**src/rtl/note_period_detector_pkg.sv**
```systemverilog
// Shared types, widths and default tuning for the note period detector.
package note_detect_pkg;

    localparam int unsigned PERIOD_W = 20;
    localparam int unsigned HALF_W   = 19;
    localparam int unsigned SAMPLE_W = 32;
    localparam int unsigned MATCH_W  = 3;
    localparam int unsigned MATCH_EW = MATCH_W + 1;

    localparam logic [SAMPLE_W-1:0] THRESH_DEF     = 32'd2000000;
    localparam logic [PERIOD_W-1:0] MIN_PERIOD_DEF = 20'd5000;
    localparam logic [PERIOD_W-1:0] MAX_PERIOD_DEF = 20'd1000000;
    localparam logic [PERIOD_W-1:0] TOL_DEF        = 20'd64;
    localparam logic [MATCH_W-1:0]  LOCK_COUNT_DEF = 3'd2;

    typedef enum logic [1:0] {
        UNKNOWN,
        POS,
        NEG
    } pol_t;

    typedef enum logic [1:0] {
        ST_IDLE,
        ST_ARMED,
        ST_LOCKED
    } lock_state_t;

    // Unsigned distance between two periods, always larger minus smaller.
    function automatic logic [PERIOD_W-1:0] period_diff(
        input logic [PERIOD_W-1:0] a,
        input logic [PERIOD_W-1:0] b
    );
        return (a >= b) ? (a - b) : (b - a);
    endfunction

endpackage

```
**src/rtl/note_period_detector_zero_cross_slicer.sv**
```systemverilog
// Hysteresis polarity slicer; flags a rising crossing in the cycle the
// qualifying sample arrives.
module zero_cross_slicer
    import note_detect_pkg::*;
#(
    parameter logic [SAMPLE_W-1:0] THRESH = THRESH_DEF
) (
    input  logic                i_clk,
    input  logic                i_rst,
    input  logic                i_sample_valid,
    input  logic [SAMPLE_W-1:0] i_sample,
    output logic                o_rise_xing_c
);

    localparam logic signed [SAMPLE_W-1:0] THRESH_POS = THRESH;
    localparam logic signed [SAMPLE_W-1:0] THRESH_NEG = -THRESH_POS;

    pol_t r_pol;
    logic w_at_pos;
    logic w_at_neg;

    assign w_at_pos = $signed(i_sample) >= THRESH_POS;
    assign w_at_neg = $signed(i_sample) <= THRESH_NEG;

    // Leaving UNKNOWN towards POS is not a crossing; only NEG -> POS counts.
    assign o_rise_xing_c = i_sample_valid && (r_pol == NEG) && w_at_pos;

    always_ff @(posedge i_clk or posedge i_rst) begin
        if (i_rst) begin
            r_pol <= UNKNOWN;
        end else if (i_sample_valid) begin
            if (w_at_pos) begin
                r_pol <= POS;
            end else if (w_at_neg) begin
                r_pol <= NEG;
            end
        end
    end

endmodule

```
**src/rtl/note_period_detector.sv**
```systemverilog
// Measures the full period of incoming audio between rising crossings and
// reports a stable pitch as a half-period delay once it has locked.
module note_period_detector
    import note_detect_pkg::*;
#(
    parameter logic [SAMPLE_W-1:0] THRESH     = THRESH_DEF,
    parameter logic [PERIOD_W-1:0] MIN_PERIOD = MIN_PERIOD_DEF,
    parameter logic [PERIOD_W-1:0] MAX_PERIOD = MAX_PERIOD_DEF,
    parameter logic [PERIOD_W-1:0] TOL        = TOL_DEF,
    parameter logic [MATCH_W-1:0]  LOCK_COUNT = LOCK_COUNT_DEF
) (
    input  logic                CLOCK_50,
    input  logic                reset,
    input  logic                sample_valid,
    input  logic [SAMPLE_W-1:0] sample,
    output logic [HALF_W-1:0]   half_period,
    output logic                period_valid,
    output logic                locked
);

    lock_state_t         r_state;
    logic [PERIOD_W-1:0] r_cnt;
    logic [PERIOD_W-1:0] r_prev;
    logic                r_prev_valid;
    logic [MATCH_W-1:0]  r_match;
    logic [HALF_W-1:0]   r_half;
    logic                r_period_valid;
    logic                r_locked;

    lock_state_t         w_state_nxt;
    logic [PERIOD_W-1:0] w_cnt_nxt;
    logic [PERIOD_W-1:0] w_prev_nxt;
    logic                w_prev_valid_nxt;
    logic [MATCH_W-1:0]  w_match_nxt;
    logic [HALF_W-1:0]   w_half_nxt;
    logic                w_period_valid_nxt;

    logic                w_rise_xing;
    logic                w_armed;
    logic                w_in_range;
    logic                w_close;
    logic [MATCH_EW-1:0] w_match_inc;
    logic [MATCH_W-1:0]  w_match_sat;

    zero_cross_slicer #(
        .THRESH (THRESH)
    ) u_slicer (
        .i_clk          (CLOCK_50),
        .i_rst          (reset),
        .i_sample_valid (sample_valid),
        .i_sample       (sample),
        .o_rise_xing_c  (w_rise_xing)
    );

    // In a crossing cycle r_cnt already holds the distance to the previous one.
    assign w_armed     = (r_state != ST_IDLE);
    assign w_in_range  = (r_cnt >= MIN_PERIOD) && (r_cnt < MAX_PERIOD);
    assign w_close     = (period_diff(r_cnt, r_prev) <= TOL);
    assign w_match_inc = {1'b0, r_match} + MATCH_EW'(1);
    assign w_match_sat = (w_match_inc >= {1'b0, LOCK_COUNT}) ? LOCK_COUNT
                                                              : w_match_inc[MATCH_W-1:0];

    always_comb begin
        w_state_nxt        = r_state;
        w_cnt_nxt          = r_cnt;
        w_prev_nxt         = r_prev;
        w_prev_valid_nxt   = r_prev_valid;
        w_match_nxt        = r_match;
        w_half_nxt         = r_half;
        w_period_valid_nxt = 1'b0;

        if (w_rise_xing) begin
            w_cnt_nxt = PERIOD_W'(1);
        end else if (w_armed && (r_cnt < MAX_PERIOD)) begin
            w_cnt_nxt = r_cnt + PERIOD_W'(1);
        end

        case (r_state)
            ST_IDLE: begin
                if (w_rise_xing) begin
                    w_state_nxt = ST_ARMED;
                end
            end

            ST_ARMED, ST_LOCKED: begin
                if (w_rise_xing) begin
                    if (!w_in_range) begin
                        w_prev_valid_nxt = 1'b0;
                        w_match_nxt      = '0;
                        w_state_nxt      = ST_ARMED;
                    end else if (!r_prev_valid) begin
                        w_prev_nxt       = r_cnt;
                        w_prev_valid_nxt = 1'b1;
                        w_match_nxt      = '0;
                    end else if (w_close) begin
                        w_prev_nxt  = r_cnt;
                        w_match_nxt = w_match_sat;
                        if (w_match_sat == LOCK_COUNT) begin
                            w_state_nxt        = ST_LOCKED;
                            w_half_nxt         = r_cnt[PERIOD_W-1:1];
                            w_period_valid_nxt = 1'b1;
                        end
                    end else begin
                        w_prev_nxt  = r_cnt;
                        w_match_nxt = '0;
                        w_state_nxt = ST_ARMED;
                    end
                end else if (r_cnt == MAX_PERIOD) begin
                    // Silence for a whole max period: drop lock, wait for a fresh arm.
                    w_state_nxt      = ST_IDLE;
                    w_prev_valid_nxt = 1'b0;
                    w_match_nxt      = '0;
                end
            end

            default: begin
                w_state_nxt = ST_IDLE;
            end
        endcase
    end

    always_ff @(posedge CLOCK_50 or posedge reset) begin
        if (reset) begin
            r_state        <= ST_IDLE;
            r_cnt          <= '0;
            r_prev         <= '0;
            r_prev_valid   <= 1'b0;
            r_match        <= '0;
            r_half         <= '0;
            r_period_valid <= 1'b0;
            r_locked       <= 1'b0;
        end else begin
            r_state        <= w_state_nxt;
            r_cnt          <= w_cnt_nxt;
            r_prev         <= w_prev_nxt;
            r_prev_valid   <= w_prev_valid_nxt;
            r_match        <= w_match_nxt;
            r_half         <= w_half_nxt;
            r_period_valid <= w_period_valid_nxt;
            r_locked       <= (w_state_nxt == ST_LOCKED);
        end
    end

    assign half_period  = r_half;
    assign period_valid = r_period_valid;
    assign locked       = r_locked;

endmodule
```
**config.mk**
```make
export PLATFORM = sky130hd
export DESIGN_NAME = note_period_detector
export DESIGN_NICKNAME = d
export VERILOG_FILES = /design/src/rtl/note_period_detector_pkg.sv /design/src/rtl/note_period_detector_zero_cross_slicer.sv /design/src/rtl/note_period_detector.sv
export SDC_FILE = /design/constraint.sdc
export NUM_CORES = 1
export LEC_CHECK = 0
export CORE_ASPECT_RATIO = 1.75
export CORE_MARGIN = 10
export CORE_UTILIZATION = 32
export CTS_BUF_LIST = sky130_fd_sc_hd__clkbuf_16
export DETAILED_ROUTE_END_ITERATION = 10
export PLACE_DENSITY_LB_ADDON = 0.08
export SETUP_SLACK_MARGIN = 0.15
export SYNTH_ARGS = -nofsm -noshare
export SYNTH_HDL_FRONTEND = slang
export SYNTH_SLANG_ARGS = --single-unit
export TNS_END_PERCENT = 5
```
**constraint.sdc**
```tcl
create_clock -name CLOCK_50 -period 5.7 [get_ports CLOCK_50]
set_clock_uncertainty 0.2 [all_clocks]
set_input_delay 0.57 -clock CLOCK_50 [delete_from_list [all_inputs] [get_ports CLOCK_50]]
set_output_delay 0.57 -clock CLOCK_50 [all_outputs]
set_load 0.005 [all_outputs]
```
==> impl_metrics.yaml, run 1 <==
cells_and_area:
  seq_area_mm2: 0.00173
  nets: 795
  num-fill-cells: 1796
  stdcell_area_mm2: 0.00667
  multiInputGateArea_mm2: 0.00361
  area_delta_synth_final_pct: 16.8
  final_util_pct: 38.0
  diodes: 0
  drive_gt1_share_pct: 7.37
drt:
  wl_per_cell_um: 19.3
  detail_route.vias_per_cell: 5.46
  drcViolationCount: 0
  ant_nets: 0
  drtIter0Drc: 329
  drtPass1Iterations: 5
  wl_um: 18300
  via_count: 5189
logic_synthesis:
  synth_top_cell_by_area: "dfrtp_1"
  ys.flop_type: "dfrtp_1"
  syn_area_mm2: 0.00571
  ys_ff_latch: 69
  yosysSeqAreaShare_pct: 30.2
  synth.area.top_cells: "dfrtp_1, ha_1, o21ai_0"
  ys_async_sr_fraction_pct: 100
  synthCells: 677
  synth_warnings: 0
  yosysUniqueCellTypes: 71
  synth_nets: 757
  synth_edf_count: 0
  syn_area_per_cell_um2: 8.43
  synth_top_cell_area_share_pct: 30.2
timing:
  period_share_pct: 88.6
  finalSetupTns_ps: 0
  max_freq_mhz: 198
  timing.final.ws_setup_ps: 652
  slew_headroom_pct: 39.1
  hold_ws_ps: 286
  finalHoldViolations: 0
  maxSlewViolCount: 0
  worst_pin_slew_ps: 913
  setup_viol: 0
  period_needed_ps: 5050
  rsz0062_at_grt: "false"
clocking:
  cts_buffers: 9
  cts.sinks: 69
  cts_tree: "built"
  cts_buffer_depth: 2
  post-cts-setup-buffers: 0
  clock-root-buffer: "clkbuf_16"
  path_clk_slew_ps: 50
  clk_latency_ps: 340
  ctsHoldBuffers: 0
  cts-htree-levels: 3
die:
  die_w_um: 121
  core_area_mm2: 0.0175
  dieArea_mm2: 0.0238
  initial_core_util_pct: 32.5
  row_count: 64
  ios: 56
  die_y_um: 197
global_route:
  grt_pass1_vias: 5424
  grt_first_pass_wirelength_um: 29300
  grt_use_total_pct: 15.4
  grt_start_max_net_pins: 70
  antenna_found_initial: 0
  grt_overflow: 0
place:
  place_hpwl_um: 14600
  io_buffers: 55
  place_ws_ps: 522
  gp_congestion: 0.943
  dpl_cell_area_mm2: 0.00641
pwr:
  power.share.sequential_pct: 17.7
  power_density_mw_per_mm2: 554
  p_leak_nw: 2.88
  ir_drop_mv: 0.179
  p_switching_mw: 1.90
  p_int_mw: 1.79
  switching_share_pct: 51.6
  p_comb_share_pct: 69.2
  clkPwrFrac_pct: 13.1
setup_path:
  path_max_fanout: 19
  worstSetupStartpointType: "flip-flop"
  critPathKind: "reg2reg"
  worstPathRequired_ps: 5720
  critPathArrivalTime_ps: 5070
  crit_path_end_kind: "flip-flop"
flow_run:
  maxCapViolCount: 0
status:
  outcome: "finished clean"
min_path:
  hold_class: "reg2reg"
==> kinds of logic (layout without fill, tap and decap cells) <==
family | after synthesis | in the layout | share of synthesized area [%]
and+or+nand+nor | 227 | 227 | 20.3
xor gates and xnor gates | 31 | 31 | 4.76
adders and majority gates | 45 | 45 | 9.86
buffers and inverters | 89 | 131 | 6.69
AOI/OAI and AO/OA | 190 | 190 | 22.5
muxes | 26 | 26 | 5.68
DFF | 69 | 69 | 30.2
==> layer usage <==
layer / global-route usage, % / share of wire, %
met5: 0 / 0
met1: 16.3 / 39
met4: 9.83 / 5.4
met2: 27.1 / 51
met3: 3.01 / 4.5
==> state kept, by name, indices dropped and copies added, names as in the netlist <==
name / cells
r_match: 3
r_state: 2
r_cnt: 20
period_valid: 1
r_prev_valid: 1
u_slicer.r_pol: 2
locked: 1
r_prev: 20
half_period: 19
==> synth_stat cells, drive strengths merged (4+ instances only) <==
| library cell | n |
|---|---|
| o221ai | 4 |
| a21oi | 49 |
| ha | 45 |
| o21ai | 54 |
| xor2 | 4 |
| nand2 | 64 |
| o21bai | 4 |
| nor3 | 17 |
| mux2 | 21 |
| nor4b | 4 |
| nor4 | 14 |
| o21a | 11 |
| a31oi | 7 |
| mux2i | 5 |
| o31ai | 8 |
| a21o | 6 |
| nor2 | 53 |
| dfrtp | 69 |
| nand2b | 6 |
| or3 | 10 |
| clkbuf | 16 |
| buf | 15 |
| xnor2 | 27 |
| inv | 58 |
| nand4 | 22 |
| o41ai | 6 |
| nand3 | 16 |
| nor2b | 4 |
| o211ai | 6 |
==> repair_timing <==
action,CTS,global route
hold endpoints to repair,0,0
gates resized for setup,0,1
setup endpoints to repair,0,19
==> critical path: stages, from the launching register on <==
cell,delay (ps)
dfrtp_1,520
inv_1,140
ha_1,600
nand2_1,160
o21ai_1,540
o32ai_1,150
nor3_1,170
o211ai_1,150
a2111oi_0,580
nand4_1,270
o41ai_4,520
nand4_4,470
mux2_4,440
==> worst paths after layout <==
kind / start / cells past startpoint / to / slack [ps]
worst min-delay path: r_match[2] / 1 / r_match[2] / 290
worst max-delay path: r_cnt[15] / 12 / half_period[4] / 650
min in group asynchronous: reset / 3 / half_period[4] / 620
worst max register to register: r_cnt[15] / 12 / half_period[4] / 650
max in group asynchronous: reset / 3 / r_match[0] / 4060
worst min register to register: r_match[2] / 1 / r_match[2] / 290
==> per-stage QoR <==
stage / power [mW] / cells
6_report: 3.69 / 950
5_1_grt: 3.95 / 950
4_1_cts: 3.66 / 950
3_5_place_dp: 3.16 / 935
3_3_place_gp: 3.17 / 935
2_1_floorplan: 2.51 / 677
==> area by class of cell <==
type / count / area share (%)
inverter: 58 / 3.27
tap: 231 / 4.34
clock inverter: 6 / 0.375
sequential: 69 / 25.9
clock buffer: 9 / 3.38
timing repair buffer: 58 / 8.60
multi-input combinational: 519 / 54.1
==> placed cells by master (no fill, tap or decap), types with 17 or more instances in the layout <==
cell type        synthesis  final
dfrtp_1                 69     69
nand2_1                 64     64
inv_1                   58     60
clkdlybuf4s50_1          0     55
nor2_1                  53     53
o21ai_0                 50     49
a21oi_1                 46     46
ha_1                    45     45
xnor2_1                 27     27
nand4_1                 21     21
nor3_1                  17     17
==> power by group through the flow <==
stage	combinational [mW]	clock, mW	sequential, mW
finish	2.55	0.483	0.654
global route	2.76	0.518	0.668
CTS	2.51	0.499	0.655
detailed placement	2.49	0	0.664
global placement	2.51	0	0.660
floorplan	1.88	0	0.635
(Power assumes the default switching activity.)
==> inputs of run 2 (changes only) <==
--- a/config.mk
+++ b/config.mk
@@ -9,6 +9,7 @@
 export CORE_MARGIN = 10
 export CORE_UTILIZATION = 32
 export CTS_BUF_LIST = sky130_fd_sc_hd__clkbuf_16
+export CTS_CLUSTER_DIAMETER = 80
 export DETAILED_ROUTE_END_ITERATION = 10
 export PLACE_DENSITY_LB_ADDON = 0.08
 export SETUP_SLACK_MARGIN = 0.15
==> constraint.sdc (replaced) <==
create_clock -name CLOCK_50 -period 5.7 [get_ports CLOCK_50]
set_clock_uncertainty 0.2 [all_clocks]
set_input_delay 1.14 -clock CLOCK_50 [delete_from_list [all_inputs] [get_ports CLOCK_50]]
set_output_delay 1.14 -clock CLOCK_50 [all_outputs]
set_load 0.005 [all_outputs]
==> run 2 against run 1 <==
  * Die area is the same
  * Clock-buffer cell count is the same
  * Clock power grew 31%
  * Cell area grew 1.4%
  * Critical path type unchanged
==> impl_metrics.yaml, run 2 (synthesized netlist as in run 1, its figures left out) <==
timing:
  max_freq_mhz: 191
  period_share_pct: 92.0
  finalSetupTns_ps: 0
  period_needed_ps: 5240
  worst_pin_slew_ps: 815
  slew_headroom_pct: 45.1
  finalHoldViolations: 0
  maxSlewViolCount: 0
  rsz0062_at_grt: "false"
  setup_viol: 0
clocking:
  path_clk_slew_ps: 60
  post-cts-setup-buffers: 0
  ctsHoldBuffers: 0
  cts-htree-levels: 3
  clk_latency_ps: 330
  cts_buffers: 9
  cts_buffer_depth: 2
  cts_tree: "built"
  clock-root-buffer: "clkbuf_16"
  cts.sinks: 69
  cts.repair.resized: 0
die:
  dieArea_mm2: 0.0238
  initial_core_util_pct: 32.5
  core_area_mm2: 0.0175
  die_y_um: 197
  die_w_um: 121
  row_count: 64
  ios: 56
global_route:
  grt_pass1_vias: 5322
  grt_first_pass_wirelength_um: 28500
  grt_overflow: 0
  grt_start_max_net_pins: 51
  antenna_found_initial: 0
  grt_use_total_pct: 15.0
drt:
  drcViolationCount: 0
  ant_nets: 0
  wl_per_cell_um: 18.8
  detail_route.vias_per_cell: 5.47
  drtIter0Drc: 289
  via_count: 5206
  drtPass1Iterations: 4
  wl_um: 17900
pwr:
  p_leak_nw: 2.91
  power_density_mw_per_mm2: 564
  ir_drop_mv: 0.199
cells_and_area:
  drive_gt1_share_pct: 7.91
  final_util_pct: 38.6
  final_cell_mix: "dfrtp_1, nand2_1, inv_1"
  area_delta_synth_final_pct: 18.5
  multiInputGateArea_mm2: 0.00361
  final_common_cell: "dfrtp_1"
  num-fill-cells: 1815
  diodes: 0
  nets: 796
  seq_area_mm2: 0.00173
setup_path:
  worstSetupStartpointType: "flip-flop"
  path_max_fanout: 19
  critPathKind: "reg2reg"
  worstPathRequired_ps: 5710
  crit_path_end_kind: "flip-flop"
  critPathArrivalTime_ps: 5250
place:
  place_hpwl_um: 14400
  io_buffers: 55
  gp_congestion: 0.941
min_path:
  hold_class: "reg2reg"
flow_run:
  maxCapViolCount: 0
status:
  outcome: "finished clean"
-- run 2: final timing paths --
check	from	endpoint	slack (ps)	depth (start not counted)
setup / recovery	r_cnt[15]	half_period[0]	460	12
hold / removal	half_period[17]	half_period[17]	300	1
setup reg to reg	r_cnt[15]	half_period[0]	460	12
hold reg to reg	half_period[17]	half_period[17]	300	1
max in group asynchronous	reset	r_match[1]	3360	3
min in group asynchronous	reset	r_cnt[2]	920	2
-- run 2: cell type report --
cell class                      count  share of cell area, %
Tap cell                          231                   4.27
Sequential cell                    69                   25.5
Multi-Input combinational cell    519                   53.4
Clock inverter                      7                   1.68
Clock buffer                        9                   3.33
Timing Repair Buffer               59                   8.59
Inverter                           58                   3.22
-- run 2: critical path: stages (launching register included) --
cell       delay [ps]
dfrtp_1           510
inv_1             140
ha_1              600
nand2_1           160
o21ai_0           680
o32ai_1           150
nor3_1            210
o211ai_1          130
a2111oi_0         630
nand4_1           270
o41ai_4           510
nand4_4           460
mux2_4            440
-- run 2: per-layer routing --
layer / up-vias / GRT usage, % / routed length (um) / share of wire (%)
li1: 2530 / - / - / -
met1: 2479 / 15.3 / 6840 / 38
met2: 160 / 28.2 / 9530 / 53
met3: 37 / 2.46 / 727 / 4.1
met4: 0 / 7.68 / 753 / 4.2
met5: - / 0 / 0 / 0
-- run 2: power breakdown --
part	internal, mW	leakage, nW	switching, mW
Combinational	0.941	1.81	1.59
Clock	0.425	0.161	0.208
Sequential	0.570	0.939	0.0844
-- run 2: stage by stage --
step	setup slack (ps)	std cells	power (mW)	instance area (um^2)	hold WS, ps
2_1_floorplan	2000	677	2.51	5710	251
3_3_place_gp	606	936	3.15	6420	275
3_5_place_dp	586	936	3.16	6420	293
4_1_cts	568	952	3.81	6760	307
5_1_grt	299	952	4.09	6760	316
6_report	458	952	3.81	6760	302
==> inputs of run 3 (changes only) <==
--- a/config.mk
+++ b/config.mk
@@ -11,6 +11,7 @@
 export CTS_BUF_LIST = sky130_fd_sc_hd__clkbuf_16
 export CTS_CLUSTER_DIAMETER = 80
 export DETAILED_ROUTE_END_ITERATION = 10
+export DONT_BUFFER_PORTS = 1
 export PLACE_DENSITY_LB_ADDON = 0.08
 export SETUP_SLACK_MARGIN = 0.15
 export SYNTH_ARGS = -nofsm -noshare
==> run 3 against run 2 <==
  * Sequential power about the same
  * Routed wire length up 0.38%
  * Combinational power about the same
  * Non-clock buffer count down 54
  * Critical endpoint is now half_period[3]
  * Register-to-register slack worse by 180 ps
  * Global-route usage about the same
  * Die area unchanged
  * Clock-buffer cell count unchanged
==> impl_metrics.yaml, run 3 (synthesized netlist as in run 1, its figures left out) <==
status:
  outcome: "finished clean"
setup_path:
  critPathArrivalTime_ps: 5430
  rr_startpoint: "r_cnt[15]"
  rrSetupSlack_ps: 280
  reg2reg_depth: 12
  worstSetupStartpointType: "flip-flop"
  critPathKind: "reg2reg"
  path_max_fanout: 19
  cp-endpoint: "half_period[3]"
  crit_path_end_kind: "flip-flop"
  timing.rr.end: "half_period[3]"
  critPathLaunch: "r_cnt[15]"
  worstPathRequired_ps: 5710
global_route:
  grt_first_pass_wirelength_um: 28400
  antenna_found_initial: 0
  grt_pass1_vias: 5179
  grt_use_total_pct: 15.0
  grt_start_max_net_pins: 70
  grt_overflow: 0
cells_and_area:
  stdcell_area_mm2: 0.00613
  final_cell_mix: "dfrtp_1, nand2_1, inv_1"
  stdcell_count: 897
  final_common_cell: "dfrtp_1"
  nets: 742
  multiInputGateArea_mm2: 0.00361
  diodes: 0
  num-fill-cells: 1829
  drive_gt1_share_pct: 8.26
  seq_area_mm2: 0.00173
  area_delta_synth_final_pct: 7.39
flow_run:
  maxCapViolCount: 0
timing:
  finalHoldViolations: 0
  worst_pin_slew_ps: 910
  maxSlewViolCount: 0
  setup_viol: 0
  finalSetupTns_ps: 0
  max_freq_mhz: 184
  slew_headroom_pct: 39.3
  period_needed_ps: 5420
  period_share_pct: 95.1
  rsz0062_at_grt: "false"
drt:
  wl_per_cell_um: 20.0
  drtIter0Drc: 279
  drcViolationCount: 0
  detail_route.vias_per_cell: 5.57
  ant_nets: 0
  drtPass1Iterations: 4
  via_count: 4997
  wl_um: 17900
pwr:
  ir_drop_mv: 0.190
  clkPwrFrac_pct: 13.0
  p_int_mw: 1.78
  p_switching_mw: 1.89
  power.share.sequential_pct: 17.9
  power_density_mw_per_mm2: 598
  finalPower_mw: 3.67
  p_leak_nw: 2.68
  switching_share_pct: 51.5
  p_comb_share_pct: 69.1
die:
  die_w_um: 121
  dieArea_mm2: 0.0238
  core_area_mm2: 0.0175
  row_count: 64
  ios: 56
  initial_core_util_pct: 32.5
  die_y_um: 197
clocking:
  path_clk_slew_ps: 50
  ctsHoldBuffers: 0
  cts.repair.resized: 0
  clk_latency_ps: 330
  cts-htree-levels: 3
  cts_tree: "built"
  cts_buffers: 9
  post-cts-setup-buffers: 0
  cts.sinks: 69
  cts_buffer_depth: 2
  clock-root-buffer: "clkbuf_16"
place:
  gp_congestion: 0.870
  place_hpwl_um: 14200
  dpl_cell_area_mm2: 0.00588
  io_buffers: 0
  place_inst: 882
min_path:
  min_from: "r_match[2]"
  hold_class: "reg2reg"
[run 3: cell types whose count changed in the layout (fill, tap and decap cells not counted)]
cell / before / now
bufinv_16: 3 / 0
clkinvlp_4: 1 / 0
clkdlybuf4s50_1: 55 / 0
inv_1: 57 / 60
clkinv_4: 1 / 0
clkinv_2: 0 / 2
clkinv_1: 2 / 1
buf_4: 4 / 5
[run 3: worst max-delay path, stage by stage (launching register included)]
cell and delay, ps:
dfrtp_1 520, inv_1 150, ha_1 590, nand2_1 140, o21ai_0 730, o21ai_0 310, o31ai_1 130, nand2_1 70
a2111oi_0 700, nand4_1 290, o41ai_4 520, nand4_4 480, mux2_4 450
[run 3: worst min path at each step]
stage | to | slack [ps] | cells past startpoint
2_1_floorplan | u_slicer.r_pol[1] | 250 | 1
3_3_place_gp | u_slicer.r_pol[1] | 270 | 1
3_5_place_dp | r_match[2] | 280 | 1
4_1_cts | r_match[2] | 290 | 1
5_1_grt | r_match[2] | 310 | 1
6_report | r_match[2] | 280 | 1
[run 3: power by group through the flow]
stage               Sequential, mW  Clock, mW  Combinational, mW
finish                       0.655      0.478               2.53
global route                 0.668      0.513               2.74
CTS                          0.656      0.495               2.50
detailed placement           0.664          0               2.49
global placement             0.660          0               2.51
floorplan                    0.635          0               1.88
[run 3: cell type report]
class,count,share of cell area (%)
multi-input cells,519,58.9
clock inverters,6,0.408
repair buffers,5,0.612
well taps,231,4.72
inverters,58,3.55
flip-flops and latches,69,28.2
clock buffers,9,3.67
[run 3: per-stage QoR]
step | hold slack [ps] | setup slack, ps | utilization, %
3_5_place_dp | 277 | 425 | 33.5
2_1_floorplan | 251 | 2000 | -
6_report | 280 | 278 | 35.0
5_1_grt | 307 | 163 | 35.0
3_3_place_gp | 273 | 433 | 33.5
4_1_cts | 285 | 407 | 35.0
[run 3: routing by layer]
layer	vias up	GRT usage, %	wire [um]
met5	-	0	0
met4	0	10.8	1150
met3	59	2.58	873
met2	164	26.1	9050
met1	2358	16.0	6850
li1	2416	-	-
